<file path="config.mk">
export PLATFORM = sky130hd
export DESIGN_NAME = vote_round_controller_flat
export DESIGN_NICKNAME = d
export VERILOG_FILES = /design/src/rtl/vote_round_controller_pkg.sv /design/src/rtl/vote_round_controller_if.sv /design/src/rtl/vote_round_controller_rr_arb.sv /design/src/rtl/vote_round_controller.sv /design/src/flat_wrapper.sv
export SDC_FILE = /design/constraint.sdc
export NUM_CORES = 1
export LEC_CHECK = 0
export CORE_MARGIN = 2
export CORE_UTILIZATION = 25
export CTS_CLUSTER_SIZE = 12
export DETAILED_ROUTE_END_ITERATION = 8
export SETUP_SLACK_MARGIN = 0.4
export SLEW_MARGIN = 20
export SYNTH_ARGS = -nofsm -noshare
export SYNTH_HDL_FRONTEND = slang
export SYNTH_SLANG_ARGS = --single-unit
</file>
<file path="constraint.sdc">
create_clock -name clk -period 4.2 [get_ports clk]
set_input_delay 0.84 -clock clk [delete_from_list [all_inputs] [get_ports clk]]
set_output_delay 0.84 -clock clk [all_outputs]
set_load 0.02 [all_outputs]
</file>
<file path="src/rtl/vote_round_controller_pkg.sv">
// Shared types and constants for the vote round controller.
// Holds the FSM state encoding and the requester count.
package vote_round_controller_pkg;

  typedef enum logic {
    STATE_COLLECT = 1'b0,
    STATE_RESULT  = 1'b1
  } state_e;

  localparam int NREQ = 3;

  // Pointer value that follows a one-hot grant.
  function automatic logic [1:0] ptr_after(
    input logic [NREQ-1:0] grant,
    input logic [1:0]      ptr
  );
    logic [1:0] r;
    r = ptr;
    unique case (1'b1)
      grant[0]: r = 2'd1;
      grant[1]: r = 2'd2;
      grant[2]: r = 2'd0;
      default:  r = ptr;
    endcase
    return r;
  endfunction

endpackage

</file>
<file path="src/rtl/vote_round_controller_if.sv">
// Vote requester and result handshake bundle.
// master drives votes and out_rdy; slave is the controller.
interface vote_round_controller_if #(
  parameter int NBITS = 8
);
  logic             req0_val;
  logic             req0_rdy;
  logic [NBITS-1:0] req0_msg;
  logic             req1_val;
  logic             req1_rdy;
  logic [NBITS-1:0] req1_msg;
  logic             req2_val;
  logic             req2_rdy;
  logic [NBITS-1:0] req2_msg;
  logic             out_val;
  logic             out_rdy;
  logic [NBITS-1:0] out_msg;
  logic             out_agree;
  logic             out_timeout;

  modport master (
    output req0_val, req0_msg,
    output req1_val, req1_msg,
    output req2_val, req2_msg,
    output out_rdy,
    input  req0_rdy, req1_rdy, req2_rdy,
    input  out_val, out_msg, out_agree, out_timeout
  );

  modport slave (
    input  req0_val, req0_msg,
    input  req1_val, req1_msg,
    input  req2_val, req2_msg,
    input  out_rdy,
    output req0_rdy, req1_rdy, req2_rdy,
    output out_val, out_msg, out_agree, out_timeout
  );
endinterface

</file>
<file path="src/rtl/vote_round_controller_rr_arb.sv">
// Three-way round-robin arbiter.
// One-hot grant to the first eligible requester from ptr_i.
module vote_round_controller_rr_arb
  import vote_round_controller_pkg::*;
(
  input  logic [NREQ-1:0] elig_i,
  input  logic [1:0]      ptr_i,
  output logic [NREQ-1:0] grant_o
);

  // Priority scan rotated to start at the pointer.
  always_comb begin
    grant_o = '0;
    unique case (ptr_i)
      2'd1: begin
        if (elig_i[1])      grant_o = 3'b010;
        else if (elig_i[2]) grant_o = 3'b100;
        else if (elig_i[0]) grant_o = 3'b001;
      end
      2'd2: begin
        if (elig_i[2])      grant_o = 3'b100;
        else if (elig_i[0]) grant_o = 3'b001;
        else if (elig_i[1]) grant_o = 3'b010;
      end
      default: begin
        if (elig_i[0])      grant_o = 3'b001;
        else if (elig_i[1]) grant_o = 3'b010;
        else if (elig_i[2]) grant_o = 3'b100;
      end
    endcase
  end

endmodule

</file>
<file path="src/rtl/vote_round_controller.sv">
// Collects three redundant votes and emits their bitwise 2-of-3 majority.
// Option: VOTE_ROUND_CONTROLLER_DISAGREE_COUNT_EN adds disagree_count.
module vote_round_controller
  import vote_round_controller_pkg::*;
#(
  parameter int NBITS   = 8,
  parameter int TIMEOUT = 16
) (
  input  logic clk,
  input  logic rst,
  vote_round_controller_if.slave vif
`ifdef VOTE_ROUND_CONTROLLER_DISAGREE_COUNT_EN
  ,
  output logic [7:0] disagree_count
`endif
);

  localparam int CW = (TIMEOUT > 1) ? $clog2(TIMEOUT) : 1;

  state_e           state_q;
  logic [NREQ-1:0]  vld_q;
  logic [NBITS-1:0] slot_q [NREQ];
  logic [1:0]       ptr_q;
  logic [CW-1:0]    cnt_q;
  logic             oval_q;
  logic [NBITS-1:0] omsg_q;
  logic             oagree_q;
  logic             oto_q;

  logic [NREQ-1:0]  val;
  logic [NREQ-1:0]  elig;
  logic [NREQ-1:0]  grant;
  logic [NBITS-1:0] msg [NREQ];
  logic [NREQ-1:0]  vld_d;
  logic [NBITS-1:0] slot_d [NREQ];
  logic [NBITS-1:0] maj_d;
  logic             agree_d;
  logic             full_d;
  logic             expire;

  assign val    = {vif.req2_val, vif.req1_val, vif.req0_val};
  assign msg[0] = vif.req0_msg;
  assign msg[1] = vif.req1_msg;
  assign msg[2] = vif.req2_msg;

  // Only empty slots compete, and never outside COLLECT or in reset.
  assign elig = val & ~vld_q
              & {NREQ{(state_q == STATE_COLLECT) && !rst}};

  vote_round_controller_rr_arb u_arb (
    .elig_i  (elig),
    .ptr_i   (ptr_q),
    .grant_o (grant)
  );

  assign vif.req0_rdy = grant[0];
  assign vif.req1_rdy = grant[1];
  assign vif.req2_rdy = grant[2];

  // Slot contents as they will be after this cycle's capture.
  always_comb begin
    vld_d  = vld_q;
    slot_d = slot_q;
    for (int i = 0; i < NREQ; i++) begin
      if (grant[i]) begin
        vld_d[i]  = 1'b1;
        slot_d[i] = msg[i];
      end
    end
    maj_d = (slot_d[0] & slot_d[1])
          | (slot_d[2] & (slot_d[0] | slot_d[1]));
    full_d  = &vld_d;
    agree_d = full_d && (slot_d[0] == slot_d[1])
                     && (slot_d[1] == slot_d[2]);
    expire  = (TIMEOUT != 0) && (|vld_q)
           && (cnt_q == CW'(TIMEOUT - 1));
  end

  // Round FSM: capture votes, close on full or expiry, hold result.
  always_ff @(posedge clk) begin
    if (rst) begin
      state_q  <= STATE_COLLECT;
      vld_q    <= '0;
      slot_q   <= '{default: '0};
      ptr_q    <= 2'd0;
      cnt_q    <= '0;
      oval_q   <= 1'b0;
      omsg_q   <= '0;
      oagree_q <= 1'b0;
      oto_q    <= 1'b0;
    end else begin
      unique case (state_q)
        STATE_COLLECT: begin
          vld_q  <= vld_d;
          slot_q <= slot_d;
          ptr_q  <= ptr_after(grant, ptr_q);
          if ((|grant) && !(|vld_q))
            cnt_q <= '0;
          else if (|vld_q)
            cnt_q <= cnt_q + CW'(1);
          if (full_d || expire) begin
            state_q  <= STATE_RESULT;
            oval_q   <= 1'b1;
            omsg_q   <= maj_d;
            oagree_q <= agree_d;
            oto_q    <= !full_d;
          end
        end
        STATE_RESULT: begin
          if (vif.out_rdy) begin
            state_q <= STATE_COLLECT;
            vld_q   <= '0;
            slot_q  <= '{default: '0};
            cnt_q   <= '0;
            oval_q  <= 1'b0;
          end
        end
        default: state_q <= STATE_COLLECT;
      endcase
    end
  end

  assign vif.out_val     = oval_q;
  assign vif.out_msg     = omsg_q;
  assign vif.out_agree   = oagree_q;
  assign vif.out_timeout = oto_q;

`ifdef VOTE_ROUND_CONTROLLER_DISAGREE_COUNT_EN
  logic [7:0] dis_q;

  // Saturating count of delivered results that were not unanimous.
  always_ff @(posedge clk) begin
    if (rst)
      dis_q <= '0;
    else if (oval_q && vif.out_rdy && !oagree_q && dis_q != 8'hFF)
      dis_q <= dis_q + 8'd1;
  end

  assign disagree_count = dis_q;
`endif

endmodule

</file>
<file path="src/flat_wrapper.sv">
// flat-port wrapper written by rule: the top's interface ports become plain ports
module vote_round_controller_flat import vote_round_controller_pkg::*;
#(
  parameter int NBITS   = 8,
  parameter int TIMEOUT = 16
)
  (clk, rst, vif_req0_val, vif_req0_msg, vif_req1_val, vif_req1_msg, vif_req2_val, vif_req2_msg, vif_out_rdy, vif_req0_rdy, vif_req1_rdy, vif_req2_rdy, vif_out_val, vif_out_msg, vif_out_agree, vif_out_timeout);
  vote_round_controller_if #(.NBITS(NBITS)) vif_i ();
  input  logic clk;
  input  logic rst;
  input wire logic [$bits(vif_i.req0_val)-1:0] vif_req0_val;
  input wire logic [$bits(vif_i.req0_msg)-1:0] vif_req0_msg;
  input wire logic [$bits(vif_i.req1_val)-1:0] vif_req1_val;
  input wire logic [$bits(vif_i.req1_msg)-1:0] vif_req1_msg;
  input wire logic [$bits(vif_i.req2_val)-1:0] vif_req2_val;
  input wire logic [$bits(vif_i.req2_msg)-1:0] vif_req2_msg;
  input wire logic [$bits(vif_i.out_rdy)-1:0] vif_out_rdy;
  output wire logic [$bits(vif_i.req0_rdy)-1:0] vif_req0_rdy;
  output wire logic [$bits(vif_i.req1_rdy)-1:0] vif_req1_rdy;
  output wire logic [$bits(vif_i.req2_rdy)-1:0] vif_req2_rdy;
  output wire logic [$bits(vif_i.out_val)-1:0] vif_out_val;
  output wire logic [$bits(vif_i.out_msg)-1:0] vif_out_msg;
  output wire logic [$bits(vif_i.out_agree)-1:0] vif_out_agree;
  output wire logic [$bits(vif_i.out_timeout)-1:0] vif_out_timeout;
  assign vif_i.req0_val = vif_req0_val;
  assign vif_i.req0_msg = vif_req0_msg;
  assign vif_i.req1_val = vif_req1_val;
  assign vif_i.req1_msg = vif_req1_msg;
  assign vif_i.req2_val = vif_req2_val;
  assign vif_i.req2_msg = vif_req2_msg;
  assign vif_i.out_rdy = vif_out_rdy;
  assign vif_req0_rdy = vif_i.req0_rdy;
  assign vif_req1_rdy = vif_i.req1_rdy;
  assign vif_req2_rdy = vif_i.req2_rdy;
  assign vif_out_val = vif_i.out_val;
  assign vif_out_msg = vif_i.out_msg;
  assign vif_out_agree = vif_i.out_agree;
  assign vif_out_timeout = vif_i.out_timeout;
  vote_round_controller #(.NBITS(NBITS), .TIMEOUT(TIMEOUT)) u_core (.clk(clk), .rst(rst), .vif(vif_i));
endmodule
</file>
==> impl_metrics.prom <==
# TYPE chip_impl_metric gauge
chip_impl_metric{name="design.die.area",unit="um2"} 10700
chip_impl_metric{name="port_buffers",unit=""} 43
chip_impl_info{name="run_status",value="finished clean"} 1
chip_impl_metric{name="placementRows",unit=""} 36
chip_impl_info{name="hold_path_class",value="reg -> reg"} 1
chip_impl_metric{name="core_area",unit="um2"} 9680
chip_impl_metric{name="initial_core_util",unit="%"} 25.6
chip_impl_metric{name="worst_slew_margin_rel",unit="%"} 54.3
chip_impl_metric{name="synthesis_stage_register_bit_count",unit=""} 45
chip_impl_metric{name="vias_per_cell",unit=""} 4.52
chip_impl_metric{name="yosys_warnings",unit=""} 0
chip_impl_metric{name="worstPathRequired",unit="ns"} 4.42
chip_impl_info{name="cts_root_buffer",value="sky130_fd_sc_hd__clkbuf_8"} 1
chip_impl_metric{name="final-setup-viol-count",unit=""} 0
chip_impl_metric{name="period_share",unit="%"} 87.4
chip_impl_metric{name="area_growth",unit="%"} 38.6
chip_impl_metric{name="r2r_cells",unit=""} 13
chip_impl_info{name="layout.cells.most_common",value="sky130_fd_sc_hd__dfxtp_1"} 1
chip_impl_metric{name="post_synthesis_sequential_area_ratio",unit="%"} 36.3
chip_impl_metric{name="netlist_instances",unit=""} 296
chip_impl_metric{name="insertion_delay",unit="ns"} 0.30
chip_impl_metric{name="syn_area",unit="um2"} 2480
chip_impl_metric{name="power_leakage",unit="nW"} 1.40
chip_impl_metric{name="remaining_drc_errors",unit=""} 0
chip_impl_metric{name="globalRoute.totalOverflow",unit=""} 0
chip_impl_info{name="worst_hold_startpoint",value="u_core.slot_q[12]"} 1
chip_impl_metric{name="grt_max_degree",unit=""} 25
chip_impl_info{name="mostFrequentLayoutCells",value="45 x sky130_fd_sc_hd__dfxtp_1, 39 x sky130_fd_sc_hd__clkdlybuf4s50_1, 34 x sky130_fd_sc_hd__nor2_1"} 1
chip_impl_metric{name="detailedRoute.firstPassIterationCount",unit=""} 4
chip_impl_metric{name="drive_above_1_share",unit="%"} 14.9
chip_impl_metric{name="vias",unit=""} 2208
chip_impl_metric{name="clock_skews",unit="ns"} 0.00616
chip_impl_metric{name="num_antenna_cells",unit=""} 0
chip_impl_metric{name="dpl.hpwl",unit="um"} 4880
chip_impl_metric{name="cts.reportedPaths.clkPinSlew",unit="ns"} 0.08
chip_impl_metric{name="net_count_final",unit=""} 403
chip_impl_metric{name="antenna_found_initial",unit=""} 0
chip_impl_metric{name="chipHeight",unit="um"} 104
chip_impl_metric{name="drt_iter0_drc",unit=""} 105
chip_impl_metric{name="clock_tree.buffer_depth",unit=""} 2
chip_impl_metric{name="grtUsageTotal",unit="%"} 12.3
chip_impl_metric{name="place_congestion",unit=""} 0.866
chip_impl_metric{name="synthesis.nets",unit=""} 345
chip_impl_metric{name="worstPathMaxFanout",unit=""} 13
chip_impl_info{name="rsz0062_at_grt",value="false"} 1
chip_impl_metric{name="max_slew.worst_pin.slew",unit="ns"} 0.676
chip_impl_info{name="worst_setup_path_end_kind",value="flip-flop"} 1
chip_impl_metric{name="finalCriticalPeriod",unit="ns"} 3.67
chip_impl_metric{name="power_density",unit="nW/um2"} 374
chip_impl_info{name="critical_path_class",value="in -> reg"} 1
chip_impl_info{name="timing.critical_path.from_type",value="input pin"} 1
chip_impl_metric{name="max_cap_violations",unit=""} 0
chip_impl_metric{name="ir_worst_vdd",unit="V"} 0.000131
chip_impl_info{name="critical_path_startpoint",value="vif_req1_val"} 1
chip_impl_info{name="setup.worst_path.end",value="u_core.vif.out_agree"} 1
chip_impl_metric{name="finalHoldViolations",unit=""} 0
chip_impl_metric{name="slew_violations",unit=""} 0
chip_impl_info{name="cts_tree",value="yes"} 1
chip_impl_metric{name="syn_avg_cell_area",unit="um2"} 8.39
chip_impl_metric{name="grt_pass1_wl",unit="um"} 10700
chip_impl_metric{name="average_wire_per_cell_in_the_routed_design",unit="um"} 13.3
chip_impl_metric{name="ant_nets",unit=""} 0
chip_impl_info{name="timing.rr.end",value="u_core.vif.out_agree"} 1
chip_impl_metric{name="cts-buffers-inserted",unit=""} 5
chip_impl_info{name="reg_to_reg_critical_path_startpoint",value="u_core.ptr_q[0]"} 1
chip_impl_metric{name="top_level_ports",unit=""} 44
chip_impl_metric{name="regToRegSetupSlack",unit="ns"} 0.94
chip_impl_metric{name="drt_wl_total",unit="um"} 6480
chip_impl_metric{name="vias_in_the_first_global_route",unit=""} 2197
chip_impl_metric{name="power_total",unit="mW"} 1.29
chip_impl_metric{name="die_w",unit="um"} 104
chip_impl_metric{name="cp.arrival",unit="ns"} 3.89
chip_impl_metric{name="max_clock_freq",unit="GHz"} 0.272
chip_impl_metric{name="cts_htree_levels",unit=""} 2
chip_impl_metric{name="netlist-cell-type-count",unit=""} 39
chip_impl_metric{name="cts_sinks",unit=""} 45
chip_impl_metric{name="timing.setup.tns",unit="ns"} 0
-- state kept, by name, summed over array words and instances, names as in the netlist --
name and count:
u_core.slot_q 24, u_core.vif.out_timeout 1, u_core.vif.out_val 1, u_core.ptr_q 2, u_core.state_q 1, u_core.vif.out_agree 1, u_core.vif.out_msg 8, u_core.cnt_q 4
u_core.vld_q 3
-- worst max-delay path, cell delays in order --
cell	delay, ns
sky130_fd_sc_hd__clkdlybuf4s50_1	0.49
sky130_fd_sc_hd__or4b_4	0.49
sky130_fd_sc_hd__a21oi_2	0.15
sky130_fd_sc_hd__o21ai_0	0.07
sky130_fd_sc_hd__nor2b_2	0.18
sky130_fd_sc_hd__buf_12	0.15
sky130_fd_sc_hd__mux2i_1	0.25
sky130_fd_sc_hd__inv_1	0.09
sky130_fd_sc_hd__ha_1	0.31
sky130_fd_sc_hd__nor4_2	0.21
sky130_fd_sc_hd__nand2_1	0.07
sky130_fd_sc_hd__or4_4	0.43
sky130_fd_sc_hd__o31ai_4	0.16
-- cell type report --
class | count | area (um2)
clock buffers | 5 | 68.8
clock inverters | 3 | 65.1
fillers | 993 | 6240
inverters | 23 | 86.3
multi-input cells | 215 | 1540
flip-flops and latches | 45 | 901
well taps | 133 | 166
repair buffers | 64 | 611
-- logic make-up (layout without fill, tap and decap cells) --
| group | Yosys count | after routing | synth area share [%] |
|---|---|---|---|
| AND/OR/NAND/NOR | 100 | 100 | 19.1 |
| XOR/XNOR | 8 | 8 | 2.82 |
| AO/OA/AOI/OAI | 66 | 66 | 17.3 |
| flip-flops | 45 | 45 | 36.3 |
| adder cells (fa/ha/maj) | 19 | 19 | 9.58 |
| buffers and inverters | 36 | 95 | 6.00 |
| multiplexers | 22 | 22 | 8.87 |
-- synth_stat cells --
master	number	area, um2
sky130_fd_sc_hd__or4b_4	2	27.5
sky130_fd_sc_hd__xor2_1	2	17.5
sky130_fd_sc_hd__a221oi_1	1	8.76
sky130_fd_sc_hd__buf_6	1	11.3
sky130_fd_sc_hd__ha_1	19	238
sky130_fd_sc_hd__a21boi_2	1	11.3
sky130_fd_sc_hd__nand3_1	6	30.0
sky130_fd_sc_hd__or4_1	1	7.51
sky130_fd_sc_hd__a21boi_0	1	7.51
sky130_fd_sc_hd__a21oi_1	9	45.0
sky130_fd_sc_hd__o31ai_2	1	12.5
sky130_fd_sc_hd__clkbuf_1	7	26.3
sky130_fd_sc_hd__nand2_1	32	120
sky130_fd_sc_hd__buf_2	5	25.0
sky130_fd_sc_hd__inv_1	23	86.3
sky130_fd_sc_hd__a31oi_1	2	12.5
sky130_fd_sc_hd__a21o_1	1	7.51
sky130_fd_sc_hd__nor4b_1	2	17.5
sky130_fd_sc_hd__nor2b_1	3	18.8
sky130_fd_sc_hd__nor3_1	8	40.0
sky130_fd_sc_hd__nor4_2	1	12.5
sky130_fd_sc_hd__o211a_1	2	20.0
sky130_fd_sc_hd__nor2_1	34	128
sky130_fd_sc_hd__a211oi_1	11	82.6
sky130_fd_sc_hd__nand2b_1	3	18.8
sky130_fd_sc_hd__o211ai_1	2	15.0
sky130_fd_sc_hd__a21oi_4	1	16.3
sky130_fd_sc_hd__dfxtp_1	45	901
sky130_fd_sc_hd__o2111ai_2	1	15.0
sky130_fd_sc_hd__nand4_1	3	18.8
sky130_fd_sc_hd__or4b_1	1	10.0
sky130_fd_sc_hd__a22oi_1	1	7.51
sky130_fd_sc_hd__o21ai_0	30	150
sky130_fd_sc_hd__nor4_1	3	18.8
sky130_fd_sc_hd__and3_1	1	6.26
sky130_fd_sc_hd__xnor2_1	6	52.6
sky130_fd_sc_hd__o221a_2	1	11.3
sky130_fd_sc_hd__mux2i_1	22	220
sky130_fd_sc_hd__o31ai_1	1	7.51
-- where the power goes --
group | switching (mW) | internal [mW]
Sequential | 0.0269 | 0.461
Combinational | 0.218 | 0.197
Clock | 0.149 | 0.236
Total | 0.393 | 0.894
-- stage by stage --
stage / cell area [um2] / utilization [%] / hold WS, ns / cells / setup WS [ns]
2_1_floorplan: 2490 / - / 0.424 / 296 / 0.417
3_3_place_gp: 3180 / 32.8 / 0.433 / 477 / 0.0324
3_5_place_dp: 3180 / 32.8 / 0.442 / 477 / 0.0525
4_1_cts: 3350 / 34.6 / 0.463 / 487 / 0.404
5_1_grt: 3440 / 35.5 / 0.483 / 488 / 0.427
6_report: 3440 / 35.5 / 0.457 / 488 / 0.527
-- timing repair --
| item | CTS | global route |
|---|---|---|
| pin swaps | 2 | 4 |
| buffers inserted | 2 | 1 |
| hold buffers | 0 | 0 |
| resized for setup | 9 | 16 |
| endpoints found under the setup margin | 4 | 1 |
-- per-layer routing --
metal | global-route usage [%] | vias to the layer above | part of all wire (%)
met4 | 3.96 | 0 | 1.6
li1 | - | 1141 | -
met2 | 20.6 | 47 | 46
met1 | 15.4 | 1009 | 48
met3 | 3.08 | 11 | 4.8
met5 | 0 | - | 0
-- worst min-delay path by stage --
stage	end	slack (ns)	depth (start not counted)
2_1_floorplan	u_core.slot_q[0]	0.42	2
3_3_place_gp	u_core.slot_q[19]	0.43	2
6_report	u_core.slot_q[12]	0.46	2
3_5_place_dp	u_core.slot_q[2]	0.44	2
5_1_grt	u_core.slot_q[19]	0.48	2
4_1_cts	u_core.slot_q[2]	0.46	2
Note: power is estimated with default switching activity, not from simulation.
